--- config.mk ---
export PLATFORM = sky130hd
export DESIGN_NAME = btn_event_sched
export DESIGN_NICKNAME = d
export VERILOG_FILES = /design/src/rtl/btn_event_sched.sv
export SDC_FILE = /design/constraint.sdc
export NUM_CORES = 1
export LEC_CHECK = 0
export BUFFER_PORTS_ARGS = -buffer_cell sky130_fd_sc_hd__buf_4
export CAP_MARGIN = 20
export CORE_UTILIZATION = 60
export CTS_BUF_LIST = sky130_fd_sc_hd__clkbuf_8
export DETAILED_ROUTE_END_ITERATION = 16
export GPL_TIMING_DRIVEN = 0
export HOLD_SLACK_MARGIN = 0.03
export PLACE_DENSITY = 0.85
export SLEW_MARGIN = 20
export SYNTH_ARGS = -nofsm -noshare
export SYNTH_HDL_FRONTEND = slang
export SYNTH_SLANG_ARGS = --single-unit
--- constraint.sdc ---
create_clock -name CLK -period 5.7 [get_ports CLK]
set_clock_uncertainty 0.2 [all_clocks]
set_input_delay 0.855 -clock CLK [delete_from_list [all_inputs] [get_ports CLK]]
set_output_delay 0.855 -clock CLK [all_outputs]
set_load 0.01 [all_outputs]
--- src/rtl/btn_event_sched.sv ---
// Turns debounced button edges into ASCII event bytes ('0'+i press, 'a'+i release)
// and offers them one at a time on a valid/ready link, served round-robin.
module btn_event_sched #(
  parameter int N_BTN = 4
) (
  input  logic               CLK,
  input  logic               RST,
  input  logic [N_BTN-1:0]   BTN_DBOUN,
  output logic               EVT_VALID,
  input  logic               EVT_READY,
  output logic [7:0]         EVT_CODE,
  output logic [2*N_BTN-1:0] PEND,
  output logic               OVF
);

  localparam int PW = (N_BTN > 2) ? $clog2(N_BTN) : 1;
  localparam logic [3:0] N4 = 4'(N_BTN);

  typedef enum logic {
    IDLE  = 1'b0,
    OFFER = 1'b1
  } state_t;

  state_t              state_r;
  logic [N_BTN-1:0]    prev_r;
  logic [PW-1:0]       ptr_r;
  logic [PW-1:0]       gidx_r;
  logic                grel_r;

  logic [N_BTN-1:0]    rise_s;
  logic [N_BTN-1:0]    fall_s;
  logic [2*N_BTN-1:0]  set_s;
  logic [2*N_BTN-1:0]  clr_s;
  logic [2*N_BTN-1:0]  pend_next_s;
  logic                lost_s;
  logic                hs_s;
  logic [N_BTN-1:0]    press_s;
  logic [N_BTN-1:0]    any_s;
  logic                found_s;
  logic [PW-1:0]       gnt_idx_s;
  logic                gnt_rel_s;

  // Edge detection and pending-flag update; a set on a bit being cleared wins.
  always_comb begin
    rise_s  = BTN_DBOUN & ~prev_r;
    fall_s  = ~BTN_DBOUN & prev_r;
    set_s   = {fall_s, rise_s};
    hs_s    = (state_r == OFFER) && EVT_READY;
    clr_s   = '0;
    for (int i = 0; i < N_BTN; i++) begin
      clr_s[i]         = hs_s && !grel_r && (gidx_r == PW'(i));
      clr_s[N_BTN + i] = hs_s &&  grel_r && (gidx_r == PW'(i));
    end
    pend_next_s = (PEND & ~clr_s) | set_s;
    lost_s      = |(set_s & PEND & ~clr_s);
  end

  // Round-robin search from ptr over buttons with either flag pending.
  always_comb begin
    logic [3:0] cand;
    press_s   = PEND[N_BTN-1:0];
    any_s     = PEND[N_BTN-1:0] | PEND[2*N_BTN-1:N_BTN];
    found_s   = 1'b0;
    gnt_idx_s = '0;
    gnt_rel_s = 1'b0;
    cand      = 4'd0;
    for (int j = 0; j < N_BTN; j++) begin
      cand = 4'(ptr_r) + 4'(j);
      if (cand >= N4) begin
        cand = cand - N4;
      end else begin
        cand = cand;
      end
      if (!found_s && any_s[cand[PW-1:0]]) begin
        found_s   = 1'b1;
        gnt_idx_s = cand[PW-1:0];
        gnt_rel_s = !press_s[cand[PW-1:0]];
      end else begin
        found_s   = found_s;
      end
    end
  end

  // Scheduler FSM with registered outputs; reset reloads prev to swallow held buttons.
  always_ff @(posedge CLK) begin
    if (RST) begin
      state_r   <= IDLE;
      prev_r    <= BTN_DBOUN;
      ptr_r     <= '0;
      gidx_r    <= '0;
      grel_r    <= 1'b0;
      PEND      <= '0;
      EVT_VALID <= 1'b0;
      EVT_CODE  <= 8'h00;
      OVF       <= 1'b0;
    end else begin
      prev_r <= BTN_DBOUN;
      PEND   <= pend_next_s;
      if (lost_s) begin
        OVF <= 1'b1;
      end
      case (state_r)
        IDLE: begin
          if (found_s) begin
            gidx_r    <= gnt_idx_s;
            grel_r    <= gnt_rel_s;
            EVT_CODE  <= gnt_rel_s ? (8'h61 + 8'(gnt_idx_s)) : (8'h30 + 8'(gnt_idx_s));
            EVT_VALID <= 1'b1;
            state_r   <= OFFER;
          end
        end
        OFFER: begin
          if (EVT_READY) begin
            EVT_VALID <= 1'b0;
            state_r   <= IDLE;
            ptr_r     <= (gidx_r == PW'(N_BTN - 1)) ? '0 : (gidx_r + PW'(1));
          end
        end
        default: begin
          EVT_VALID <= 1'b0;
          state_r   <= IDLE;
        end
      endcase
    end
  end

endmodule

Yosys cells after proc, flatten, opt, wreduce, memory -nomap -nowiden
Cells that the tools add are included.
{"block": "word_totals", "elab_cells": 110, "input_bits": 7, "register_bits": 28, "output_inout_bits": 18}
{"block": "classes", "reduce_logical": 27, "mux": 40, "magnitude_cmp": 8, "bitwise_logic": 11, "addsub": 10, "n_eq_ne": 5}
{"operator": "8-bit bitwise AND", "n": 3}
{"operator": "1-bit 2-to-1 mux", "n": 20}
{"operator": "2-bit 2-to-1 mux", "n": 9}
{"operator": "1-bit binary-select mux with 2-bit select", "n": 8}
{"operator": "1-bit logical AND", "n": 14}
{"operator": "2-bit by 3-bit less-than comparator with 1-bit output, second input constant", "n": 4}
{"operator": "3-bit greater-or-equal comparator, second input constant", "n": 3}
{"operator": "7-bit by 2-bit adder with 8-bit output, first input constant", "n": 1}
{"operator": "4-bit bitwise AND", "n": 2}
{"operator": "1-bit logical NOT", "n": 8}
{"operator": "8-bit 2-to-1 mux", "n": 1}
{"operator": "4-bit inverter", "n": 2}
{"operator": "8-bit inverter", "n": 1}
{"operator": "8-bit bitwise OR", "n": 1}
{"operator": "8-bit OR reduction", "n": 1}
{"operator": "2-bit by 1-bit subtractor with 2-bit output, second input constant", "n": 4}
{"operator": "6-bit by 2-bit adder with 7-bit output, first input constant", "n": 1}
{"operator": "2-bit by 2-bit adder with 3-bit output, second input constant", "n": 2}
{"operator": "2-bit AND reduction", "n": 3}
{"operator": "2-bit equality test, second input constant", "n": 2}
{"operator": "2-bit inequality test, second input constant", "n": 2}
{"operator": "4-bit bitwise OR", "n": 1}
{"operator": "1-bit one-hot mux with 2 select lines", "n": 2}
{"operator": "2-bit by 1-bit adder with 3-bit output, second input constant", "n": 1}
{"operator": "5 further kinds", "n": 5}

Depth between registers and ports, before layout
{"block": "depth", "word_depth": 16, "mapped_depth": 8, "ltp_nobuf": 8}

Least setup slack after synthesis
OpenSTA, ideal clock, no wires.
{"block": "synth_path", "kind": "reg2reg", "start": "register PEND[3]", "end": "register EVT_CODE[0]", "slack_ns": 3.646, "n_path_buf": 0, "path_stages_with_launch": 7, "required_ns": 5.400, "arrival_time_ns": 1.754, "synth_period_minus_slack_ns": 2.054, "setup_time_ns": 0.100, "path_cell_list": "dfxtp_1 -> nor2_1 -> or3_1 -> a211o_1 -> a21oi_4 -> nor4b_2 -> a2111oi_4"}
{"block": "synth_via", "elab_chain_len": 15, "elab_cells_between_ends": 43, "cone_classes": "add/sub (2); mux (29); bitwise (1); reduce/logical (11)"}
{"element": "start, declared", "line": "12", "text": "output logic [2*N_BTN-1:0] PEND,"}
{"element": "start signal, assigned", "line": "98", "text": "PEND <= pend_next_s;"}
{"element": "4-bit bitwise OR", "line": "62", "text": "any_s = PEND[N_BTN-1:0] | PEND[2*N_BTN-1:N_BTN];"}
{"element": "1-bit binary-select mux with 2-bit select", "line": "74", "text": "if (!found_s && any_s[cand[PW-1:0]]) begin"}
{"element": "1-bit 2-to-1 mux (not written as such)", "line": "74"}
{"element": "1-bit 2-to-1 mux", "line": "74"}
{"element": "1-bit logical NOT", "line": "74"}
{"element": "1-bit logical AND", "line": "74"}
{"element": "1-bit 2-to-1 mux", "line": "74"}
{"element": "1-bit logical NOT", "line": "74"}
{"element": "1-bit logical AND", "line": "74"}
{"element": "1-bit 2-to-1 mux", "line": "74"}
{"element": "1-bit logical NOT", "line": "74"}
{"element": "1-bit logical AND", "line": "74"}
{"element": "2-bit 2-to-1 mux", "line": "74"}
{"element": "7-bit by 2-bit adder with 8-bit output or 6-bit by 2-bit adder with 7-bit output (tied branches)", "line": "107", "text": "EVT_CODE <= gnt_rel_s ? (8'h61 + 8'(gnt_idx_s)) : (8'h30 + 8'(gnt_idx_s));"}
{"element": "8-bit 2-to-1 mux", "line": "107"}
{"element": "end signal, assigned", "line": "107"}
{"element": "end, declared", "line": "11", "text": "output logic [7:0] EVT_CODE,"}
Several ways; a longest one is shown, not always the timed one. The select of a mux whose other input is x is not followed.
A chain may end at the register's enable or synchronous reset.

Worst setup path after layout
{"block": "layout_path", "start": "register PEND[3]", "end": "register EVT_CODE[1]"}
{"block": "layout_via", "elab_chain_len": 15, "elab_cells_between_ends": 43, "cone_classes": "add/sub (2); mux (29); bitwise (1); reduce/logical (11)"}
{"element": "4-bit bitwise OR *", "line": "62"}
{"element": "1-bit binary-select mux with 2-bit select", "line": "74"}
{"element": "1-bit 2-to-1 mux (not written as such)", "line": "74"}
{"element": "1-bit 2-to-1 mux", "line": "74"}
{"element": "1-bit logical NOT", "line": "74"}
{"element": "1-bit logical AND", "line": "74"}
{"element": "1-bit 2-to-1 mux", "line": "74"}
{"element": "1-bit logical NOT", "line": "74"}
{"element": "1-bit logical AND", "line": "74"}
{"element": "1-bit 2-to-1 mux", "line": "74"}
{"element": "1-bit logical NOT", "line": "74"}
{"element": "1-bit logical AND", "line": "74"}
{"element": "2-bit 2-to-1 mux *", "line": "74"}
{"element": "via gnt_idx_s[0]", "line": "40", "text": "logic [PW-1:0] gnt_idx_s;"}
{"element": "7-bit by 2-bit adder with 8-bit output or 6-bit by 2-bit adder with 7-bit output (tied branches)", "line": "107"}
{"element": "8-bit 2-to-1 mux *", "line": "107"}
The timed path passes the listed nets; every way through them passes the cells marked *. The select of a mux whose other input is x is not followed.

==> summary.md <==
| Metric | Value |
|---|---|
| Outcome | completed |
| RR Endpoint | EVT_CODE[1]$_SDFFE_PP0P_ |
| Lkg Pwr | 0.6524 nW |
| Hold WC Path Type | flop to flop |
| Cts bufs inserted | 3 |
| Final non-filler cell total | ~220 |
| Row count | 16 |
| H-tree levels | 1 |
| Final Cycle Share | 39.87% |
| Max IR drop VDD | 0.2261 mV |
| CP Max Fanout | 8 |
| Clock slew at reported path FFs | 0.08 ns |
| Final core utilization | 79.11% |
| Post-CTS setup buffers | 0 |
| Via density | roughly 6 |
| Register area share after synthesis | 36.60% |
| CP startpoint | PEND[3]$_SDFF_PP0_ |
| Die Width | 49.74 um |
| Comb pwr share | 30.2% |
| Die height | roughly 50 um |
| Syn. warnings | 0 |
| Synthesized cell area | 1368 um^2 |
| Gate Count Post-Synth | roughly 170 |
| Clock Power Share | between 20% and 30% |
| Half-perimeter wire length after placement | between 2000 and 2500 um |
| Final Critical Period | 2.273 ns |
| Clk buf depth | 2 |
| GP Congestion | 0.8286 |
| P&R area growth vs syn | 18.12% |
| Worst reg2reg setup slack | 3.43 ns |
| N_diodes | 0 |
| Routed WL per cell | 14.82 um |
| Critical path capture point type | flop |
| Rel. slew slack | 60.21% |
| Top cells by area, synth | dfxtp_1, a21oi_1, nor2_1, ha_1, nand2b_1 |
| Final Hold Fails | 0 |
| Top Ports | 25 |
| Cell Area, Placed | 1570 um^2 |
| Setup ws final | 3.427 ns |
| RSZ-0062 raised after global routing | false |
| Starting density of the core | 66.97% |
| Core Region | approximately 2000 um^2 |
| Initial DRC count | 63 |
| Vias post-DR | 1360 |
| Synth Register Bits | 25 |
| Drt drc | 0 |
| Critical Path RT | 5.68 ns |
| Number of global-route vias before repair | ~1200 |
| Clock sink total | 25 |
| Wirelength, routed | 3289 um |
| Post-Place Worst Slack | 3.392 ns |
| Cell area after layout | 1615 um^2 |
| Clk Latency, worst-skew pair | 0.26 ns |
| Power Density | 275.2 nW/um^2 |
| Average footprint of a synthesized cell | 8.140 um^2 |
| Worst reg2reg startpoint | PEND[3]$_SDFF_PP0_ |
| Initial antenna violation count | 0 |
| Post-synth EDFFs | 0 |
| Number of buffers inserted by hold repair at cts | 0 |
| Critical Setup Path Class | flop to flop |
| Final setup violation count | 0 |
| Async set-or-reset flop fraction in the synthesized netlist | 0% |
| Fin nets | about 210 |
| Total negative slack | 0 ns |
| Max Freq | 0.4400 GHz |
| Area leader, netlist | dfxtp_1 |
| Layout cells sized above 1 | between 10% and 20% |
| Type of origin of the critical path | flop |
| IO buf count | 22 |
| Cell-internal power | 0.2987 mW |
| Global-route wire length before repair | 5388 um |
| Switching Fraction | 32.80% |
| CTS tree | done |
| Filler cell count | between 150 and 200 |
| Total power | 0.4445 mW |
| Number of max-cap violations | 0 |
| TritonRoute pass-1 iters | 4 |
| Global route total overflow | 0 |
| Commonest cells in the netlist | dfxtp_1, nor2_1, a21oi_1 |
| CP arrival | 2.26 ns |
| Area share of the largest cell type after synthesis | a little over a third |
| R2r worst-path depth | 7 |
| Unique masters post-synth | 40 |
| NetSw | 0.1458 mW |
| Cells after DPL | 218 |
| WHS | about 0.26 ns |
| Count leader, synth | dfxtp_1 |
| GRT Total Usage | approximately 28% |
| Sequential fraction of design power | between 40 and 50% |
| Post_cts resized | 0 |
| Post-route ant nets | 0 |
| Die area | 2474 um^2 |
| Largest net degree at the start of global routing | 14 |
| Top FF cell, synth | dfxtp_1 |
| Slew @ Worst Pin | about 0.59 ns |
| Max Slew Vio Count | 0 |
| Setup crit end | EVT_CODE[1]$_SDFFE_PP0P_ |
| CTS root buffer | clkbuf_8 |
## how the worst min path moves through the flow
| stage | startpoint | cells after the start | slack [ns] | to |
|---|---|---|---|---|
| finish | EVT_CODE[2]$_SDFFE_PP0P_ | 2 | 0.26 | EVT_CODE[2]$_SDFFE_PP0P_ |
| global route | EVT_CODE[2]$_SDFFE_PP0P_ | 2 | 0.32 | EVT_CODE[2]$_SDFFE_PP0P_ |
| CTS | EVT_CODE[2]$_SDFFE_PP0P_ | 2 | 0.26 | EVT_CODE[2]$_SDFFE_PP0P_ |
| detailed placement | EVT_CODE[2]$_SDFFE_PP0P_ | 2 | 0.25 | EVT_CODE[2]$_SDFFE_PP0P_ |
| global placement | EVT_CODE[2]$_SDFFE_PP0P_ | 2 | 0.24 | EVT_CODE[2]$_SDFFE_PP0P_ |
| floorplan | EVT_CODE[6]$_SDFFE_PP0P_ | 2 | 0.26 | EVT_CODE[6]$_SDFFE_PP0P_ |
## layer usage
layer	part of all wire (%)	global-route usage [%]	wire, um
met1	43	37.19	1418
met2	46	44.14	1528
met3	9.1	6.481	300
met4	1.2	11.43	41
met5	0	0	0
## cell usage in the layout (no fill, tap or decap), types with 2 or more instances in the layout
cell type	netlist	routed
a211o_1	2	2
a211oi_1	4	4
a21oi_1	20	20
buf_2	2	2
buf_4	3	25
clkbuf_1	4	4
clkbuf_8	0	3
conb_1	1	2
dfxtp_1	25	25
ha_1	5	5
inv_1	8	9
nand2_1	8	8
nand2b_1	10	10
nand3_1	4	4
nand4_1	3	3
nor2_1	23	23
nor2b_1	3	3
nor3_1	2	2
nor4_1	2	2
nor4bb_1	2	2
o211ai_1	2	2
o21ai_0	12	12
o22ai_1	3	3
or2_1	3	3
## worst max-delay path, stage by stage (launching register included)
cell and delay [ns]:
dfxtp_1 0.40, nor2_1 0.42, a21oi_1 0.11, o21ai_0 0.42, nor2_1 0.10, ha_1 0.29
nor2_1 0.04, a211oi_1 0.21
## cell families after synthesis
group,after synthesis,share of synthesized area (%)
other,1,0.2742
buffers and inverters,17,5.672
adders and majority gates,5,4.575
AOI/OAI and AO/OA,52,24.98
muxes,2,2.470
and+or+nand+nor,66,25.44
DFF,25,36.60
## registers in the layout (all words and copies together) (netlist names)
register   count
prev_r         4
EVT_VALID      1
gidx_r         2
EVT_CODE       6
OVF            1
PEND           8
ptr_r          2
state_r        1
## power groups by stage
stage	Sequential [mW]	Clock (mW)	Combinational (mW)
3_5_place_dp	0.213	0	0.132
3_3_place_gp	0.211	0	0.127
2_1_floorplan	0.214	0	0.0858
4_1_cts	0.208	0.104	0.133
5_1_grt	0.211	0.109	0.147
6_report	0.209	0.101	0.134
## final cells by class
cell class	count	area [um^2]	share of cell area, %
inverter	8	30.03	1.859
clock buffer	3	41.29	2.556
multi-input combinational	127	793.3	49.11
tap	27	33.78	2.091
clock inverter	1	3.754	0.2324
timing repair buffer	22	165.2	10.22
buffer	9	47.55	2.943
sequential	25	500.5	30.98
Note: power is estimated with default switching activity, not from simulation.
